===== config.mk =====
export PLATFORM = sky130hd
export DESIGN_NAME = lsu_bus_if
export DESIGN_NICKNAME = d
export VERILOG_FILES = /design/src/rtl/lsu_bus_if.sv
export SDC_FILE = /design/constraint.sdc
export NUM_CORES = 1
export LEC_CHECK = 0
export CAP_MARGIN = 20
export CORE_MARGIN = 3
export CORE_UTILIZATION = 43
export CTS_CLUSTER_DIAMETER = 30
export DETAILED_ROUTE_END_ITERATION = 8
export PLACE_DENSITY_LB_ADDON = 0.2
export SYNTH_ARGS = -nofsm -noshare
export SYNTH_HDL_FRONTEND = slang
export SYNTH_SLANG_ARGS = --single-unit
export TNS_END_PERCENT = 10

===== constraint.sdc =====
create_clock -name clk -period 2.3 [get_ports clk]
set_clock_uncertainty 0.1 [all_clocks]
set_input_delay 0.46 -clock clk [delete_from_list [all_inputs] [get_ports clk]]
set_output_delay 0.46 -clock clk [all_outputs]
set_load 0.05 [all_outputs]

===== src/rtl/lsu_bus_if.sv =====
// Load/store bus interface: runs one mem-stage access on a req/gnt/rvalid word bus, stalling meanwhile.
// Define LSU_MISALIGN_TRAP_EN to trap misaligned half/word accesses instead of aligning them.
module lsu_bus_if #(
    parameter int unsigned ADDR_WIDTH     = 32,
    parameter int unsigned TIMEOUT_CYCLES = 255
) (
    input  logic                  clk,
    input  logic                  rst,
    input  logic                  wmem_en_i,
    input  logic                  rmem_en_i,
    input  logic [ADDR_WIDTH-1:0] mem_addr_i,
    input  logic [31:0]           mem_wdata_i,
    input  logic [2:0]            funct3_i,
    output logic [31:0]           rdata_o,
    output logic                  stall_o,
    output logic                  err_o,
    output logic                  bus_req_o,
    output logic                  bus_we_o,
    output logic [ADDR_WIDTH-1:0] bus_addr_o,
    output logic [3:0]            bus_be_o,
    output logic [31:0]           bus_wdata_o,
    input  logic                  bus_gnt_i,
    input  logic                  bus_rvalid_i,
    input  logic [31:0]           bus_rdata_i
);
    typedef enum logic [1:0] {StIdle, StReq, StResp, StDone} state_e;

    localparam logic [7:0] CntLast = 8'(TIMEOUT_CYCLES - 1);

    state_e                state_q, state_d;
    logic                  req_q, req_d;
    logic                  we_q, we_d;
    logic [ADDR_WIDTH-1:0] addr_q, addr_d;
    logic [3:0]            be_q, be_d;
    logic [31:0]           wdata_q, wdata_d;
    logic [1:0]            off_q, off_d;
    logic [31:0]           rdata_q, rdata_d;
    logic                  err_q, err_d;
    logic [7:0]            cnt_q, cnt_d;

    logic        is_byte, is_half, misalign, expire;
    logic [1:0]  off;
    logic [3:0]  be;
    logic [31:0] wdata_rep;
    logic        unused_funct3;

    // Sign handling lives upstream, so the sign bit of funct3 is not needed here.
    assign unused_funct3 = funct3_i[2];

    always_comb begin
        is_byte = (funct3_i[1:0] == 2'b00);
        is_half = (funct3_i[1:0] == 2'b01);
        if (is_byte) begin
            off       = mem_addr_i[1:0];
            be        = 4'b0001 << off;
            wdata_rep = {4{mem_wdata_i[7:0]}};
        end else if (is_half) begin
            off       = {mem_addr_i[1], 1'b0};
            be        = 4'b0011 << off;
            wdata_rep = {2{mem_wdata_i[15:0]}};
        end else begin
            off       = 2'b00;
            be        = 4'b1111;
            wdata_rep = mem_wdata_i;
        end
    end

`ifdef LSU_MISALIGN_TRAP_EN
    assign misalign = (is_half & mem_addr_i[0]) |
                      (!is_byte & !is_half & (mem_addr_i[1:0] != 2'b00));
`else
    assign misalign = 1'b0;
`endif

    // An access completes only if its finishing handshake (gnt for a store, rvalid for a load)
    // lands within the first TIMEOUT_CYCLES waiting cycles; a load gnt on the last one is too late.
    assign expire = (cnt_q == CntLast);

    always_comb begin
        state_d = state_q;
        req_d   = req_q;
        we_d    = we_q;
        addr_d  = addr_q;
        be_d    = be_q;
        wdata_d = wdata_q;
        off_d   = off_q;
        rdata_d = rdata_q;
        err_d   = err_q;
        cnt_d   = cnt_q;
        unique case (state_q)
            StIdle: begin
                if (wmem_en_i | rmem_en_i) begin
                    we_d    = wmem_en_i;
                    addr_d  = {mem_addr_i[ADDR_WIDTH-1:2], 2'b00};
                    be_d    = be;
                    wdata_d = wdata_rep;
                    off_d   = off;
                    cnt_d   = 8'd0;
                    if (misalign) begin
                        err_d   = 1'b1;
                        state_d = StDone;
                    end else begin
                        req_d   = 1'b1;
                        state_d = StReq;
                    end
                end
            end
            StReq: begin
                if (bus_gnt_i && (we_q || !expire)) begin
                    req_d   = 1'b0;
                    cnt_d   = cnt_q + 8'd1;
                    state_d = we_q ? StDone : StResp;
                end else if (expire) begin
                    req_d   = 1'b0;
                    rdata_d = 32'd0;
                    err_d   = 1'b1;
                    state_d = StDone;
                end else begin
                    cnt_d = cnt_q + 8'd1;
                end
            end
            StResp: begin
                if (bus_rvalid_i) begin
                    rdata_d = bus_rdata_i >> {off_q, 3'b000};
                    state_d = StDone;
                end else if (expire) begin
                    rdata_d = 32'd0;
                    err_d   = 1'b1;
                    state_d = StDone;
                end else begin
                    cnt_d = cnt_q + 8'd1;
                end
            end
            StDone: begin
                rdata_d = 32'd0;
                err_d   = 1'b0;
                state_d = StIdle;
            end
            default: state_d = StIdle;
        endcase
    end

    always_ff @(posedge clk) begin
        if (rst) begin
            state_q <= StIdle;
            req_q   <= 1'b0;
            we_q    <= 1'b0;
            addr_q  <= '0;
            be_q    <= 4'd0;
            wdata_q <= 32'd0;
            off_q   <= 2'd0;
            rdata_q <= 32'd0;
            err_q   <= 1'b0;
            cnt_q   <= 8'd0;
        end else begin
            state_q <= state_d;
            req_q   <= req_d;
            we_q    <= we_d;
            addr_q  <= addr_d;
            be_q    <= be_d;
            wdata_q <= wdata_d;
            off_q   <= off_d;
            rdata_q <= rdata_d;
            err_q   <= err_d;
            cnt_q   <= cnt_d;
        end
    end

    assign stall_o     = (wmem_en_i | rmem_en_i) & (state_q != StDone);
    assign rdata_o     = rdata_q;
    assign err_o       = err_q;
    assign bus_req_o   = req_q;
    assign bus_we_o    = we_q;
    assign bus_addr_o  = addr_q;
    assign bus_be_o    = be_q;
    assign bus_wdata_o = wdata_q;

endmodule


* Word level (Yosys, flattened, before mapping)
Cells that the tools add are included.
** Storage, ports and cells
- RAM bits :: 0
- Bits in registers :: 113
- Word-level logic and storage cells :: 69
- Memories :: 0
- Memory bits (read-only) :: 0
- Output and inout bits :: 104
- Input port bits :: 105
- Bits in latches :: 0
** Operators by class
- Reductions and logical operators :: 13
- Order comparisons :: 0
- Divide/modulo/power cells :: 0
- Equality and inequality tests :: 10
- Shifts and indexed selects :: 3
- Bitwise operators :: 3
- Mux-type cells :: 29
- Add/sub/neg operators :: 1
- Multiply operators :: 0
** Operators with widths (count)
- $mux 32 :: 5
- $pmux 32 s3 :: 1
- $mux 8 :: 4
- $shr 32x5->32 :: 1
- $pmux 8 s3 :: 1
- $mux 2 :: 6
- $reduce_and 3->1 :: 3
- $add 8x1->8 const B :: 1
- $eq 8x8->1 const B :: 1
- $mux 4 :: 2
- $ne 2x2->1 const B :: 4
- $pmux 2 s4 :: 1
- $mux 1 :: 7
- $reduce_bool 3->1 :: 2
- $eq 2x1->1 const B :: 2
- $eq 2x2->1 const B :: 2
- $logic_not 2->1 :: 2
- $reduce_and 2->1 :: 2
- $shl 1x2->4 const A :: 1
- $shl 2x2->4 const A :: 1
- $ne 3x3->1 const B :: 1
- $pmux 1 s3 :: 1
- $pmux 1 s2 :: 1
- $reduce_bool 2->1 :: 1
- other kinds (6) :: 6

* Logic depth before layout (Yosys ltp)
- Depth in word-level cells :: 6
- Depth in mapped cells :: 8
- Mapped depth without buffers :: 6

* Worst setup path before layout
No wires, ideal clock.
- Path kind :: flip-flop to flip-flop
- Start :: register we_q (netlist: bus_we_o)
- End :: register rdata_q[1] (netlist: rdata_o[1])
- Clock period less this slack :: 1.937 ns
- Cell stages (with the launch flop) :: 6
- Buffers on the path :: 1
- Path slack :: 0.363 ns
- Library setup time :: 0.117 ns
- Required time :: 2.083 ns
- Arrival time :: 1.720 ns
- Cell sequence :: dfxtp_1 > and4bb_2 > a31oi_4 > nor2_4 > buf_4 > a32o_1
** On the way
- Cells in the longest elaborated chain, start to end :: 4
** Ends and longest elaborated chain
- start, declared :: line 32 : logic we_q, we_d;
- start signal, assigned :: line 158 : we_q <= we_d;
- $logic_or 1x1->1 :: line 109 : if (bus_gnt_i && (we_q || !expire)) begin
- $logic_and 1x1->1 :: line 109
- $ne 2x2->1 (no source line)
- $reduce_and 2->1 (no source line)
- end signal, assigned :: line 163 : rdata_q <= rdata_d;
- end, declared :: line 37 : logic [31:0] rdata_q, rdata_d;
Every way passes these cells.
A chain may end at the register's enable or synchronous reset.

* Final worst setup path
- Start :: register rdata_q[12] (netlist: rdata_o[12])
- End :: output port rdata_o[12]
** RTL lines
- end, declared :: line 14 : output logic [31:0] rdata_o,
No word-level cell between the ends.

==> impl_metrics.json <==
{
  "status": "complete, no violations",
  "firstDrtPassIters": 5,
  "critPathArrivalTime_ns": 1.61,
  "die-area_mm2": 0.0132,
  "yosys-top-cells-area": "dfxtp_1 (44%), nand2_1 (9.9%), a21oi_1 (6.2%)",
  "min_from": "bus_be_o[1]",
  "ys_types": 52,
  "num_vias": 5285,
  "numPlacedInstances": 934,
  "totalWireLength_mm": 16.1,
  "finalPower_mw": 7.57,
  "grt_pass1_vias": 5291,
  "worstPathRequired_ns": 1.74,
  "grt-ovfl-total": 0,
  "stdcell_count": 966,
  "worst-setup-path-type": "reg -> out",
  "grt_max_degree": 64,
  "hold_viol_final": 0,
  "ir_worst_vdd_mv": 0.624,
  "fin_crit_sh": 0.946,
  "antenna_found_initial": 0,
  "cp_slowest_stage_delay_ns": 0.84,
  "via_per_inst": 5.47,
  "dpl.hpwl_mm": 11.7,
  "clk_latency_ns": 0.41,
  "syn-instance-count": 604,
  "slowest_stage": "clkdlybuf4s50_1",
  "grt_pass1_wl_mm": 25.4,
  "yosys_register_bits": 113,
  "slew_headroom": 0.559,
  "ys_seq_area_frac": 0.442,
  "h-tree-depth": 4,
  "syn_area_mm2": 0.00511,
  "hold_buffers": 0,
  "syn_avg_cell_area_um2": 8.47,
  "die_h_um": 115,
  "min_period_ns": 2.17,
  "tns_ns": 0,
  "cts.sinks": 113,
  "drv_cap": 0,
  "drive_gt1_frac": 0.0936,
  "postCtsSetupBuffers": 0,
  "synth_common_cells": "nand2_1 (135), dfxtp_1 (113), a21oi_1 (63), o21ai_0 (43), nor2_1 (31)",
  "cts_tree": "yes",
  "worst_pin_slew_ns": 0.660,
  "fp-row-count": 39,
  "synth_most_common_cell": "nand2_1",
  "critPathMaxFanout": 2,
  "drc": 0,
  "placed_area_mm2": 0.00737,
  "place.gp.congestion": 0.860,
  "startpoint_type": "flop",
  "yosysTopAreaCell": "dfxtp_1",
  "critPathCaptureType": "output port",
  "ys.flop_type": "dfxtp_1",
  "start_util": 0.444,
  "worst-path-buf-inv": 1,
  "p_leak_nw": 3.08,
  "drtIter0Drc": 322,
  "io_pins": 209,
  "r2r_start": "state_q[0]",
  "powerDensity_mw_per_mm2": 944,
  "cp_top_family": "buffers and inverters",
  "drt-wirelength-per-cell_um": 16.7,
  "synth_top_cell_area_share": 0.442,
  "holdWs_ns": 0.350,
  "hold_path_class": "reg -> reg",
  "diodes": 0,
  "drv_slew": 0,
  "synth_warnings": 0,
  "worstSetupStartpoint": "rdata_o[12]",
  "crit_chain": "clkdlybuf4s50_1",
  "cts_buffers": 17,
  "fin_area_mm2": 0.00801,
  "synth_edf_count": 0,
  "nets": 921,
  "root_buffer": "clkbuf_16",
  "die_x_um": 115,
  "syn2layout_area_growth_pct": 56.7,
  "core_area_mm2": 0.0115,
  "rsz0062_at_grt": "no",
  "grtUsageTotal": 0.240,
  "clkTransAtPathRegs_ns": 0.05,
  "drtAntennaViolNets": 0,
  "portBuffers": 205,
  "synthArstFlopShare": 0,
  "max_freq_ghz": 0.460,
  "cts_buffer_depth": 2,
  "finalSetupViolations": 0
}
placed cells by master (no fill, tap or decap), types with 4 or more instances in the layout:
cell type	Yosys	routed
a211o_1	8	8
a211oi_1	8	8
a21oi_1	63	63
a22o_1	24	24
a311oi_1	8	8
a31oi_1	4	4
a32o_1	11	11
buf_12	0	4
buf_4	5	25
bufinv_16	0	4
clkbuf_16	0	17
clkbuf_8	0	4
clkdlybuf4s50_1	0	202
clkinv_2	0	4
dfxtp_1	113	113
ha_1	6	6
inv_1	8	8
mux2_2	8	8
mux2i_1	24	24
nand2_1	135	135
nand2b_1	4	4
nand3_1	8	8
nor2_1	31	31
nor2b_1	11	11
o21ai_0	43	43
power breakdown:
group | switching [mW] | total [mW] | internal (mW)
registers | 0.126 | 2.30 | 2.18
logic | 1.54 | 2.43 | 0.891
clock network | 0.912 | 2.83 | 1.92
total | 2.58 | 7.57 | 4.99
cell families after synthesis:
family          count (synthesis)  share of synthesized area
simple gates                  208                      0.178
mux                            32                     0.0646
fa+ha+maj                       6                     0.0147
buf+inv                        56                     0.0565
compound gates                188                      0.243
other cells                     1                   0.000733
flops                         113                      0.442
state kept, by name (all words and copies together), names as in the netlist:
register	flops
bus_wdata_o	32
rdata_o	32
bus_addr_o	30
cnt_q	8
bus_be_o	4
off_q	2
state_q	2
bus_req_o	1
bus_we_o	1
err_o	1
final cells by class:
class	instances	area, um2
clock buffers	22	484
clock inverters	10	155
fillers	877	3500
inverters	9	33.8
multi-input cells	436	2590
flip-flops and latches	113	2260
well taps	143	179
repair buffers	233	2310
per-stage QoR:
step	worst slack, ns	util
floorplan	0.363	-
CTS	0.00308	0.696
finish	0.125	0.696
detailed placement	0.109	0.640
global route	0.0556	0.696
global placement	0.164	0.640
routing by layer:
layer,GRT usage,vias up,wire length [um]
met5,0,-,0
met4,0.112,0,467
li1,-,2544,-
met3,0.0963,38,1470
met1,0.274,2480,6410
met2,0.395,223,7760
timing repair:
| item | CTS | global route |
|---|---|---|
| hold endpoints to repair | 0 | 0 |
| resized for setup | 0 | 1 |
| endpoints found under the setup margin | 0 | 1 |
path summary, 6_finish.rpt:
| kind | endpoint | slack [ns] | cells after the start |
|---|---|---|---|
| worst max-delay path | rdata_o[12] | 0.13 | 1 |
| worst min-delay path | bus_be_o[1] | 0.35 | 2 |
| worst max register to register | rdata_o[12] | 0.17 | 7 |
| worst min register to register | bus_be_o[1] | 0.35 | 2 |
(Power assumes the default switching activity.)
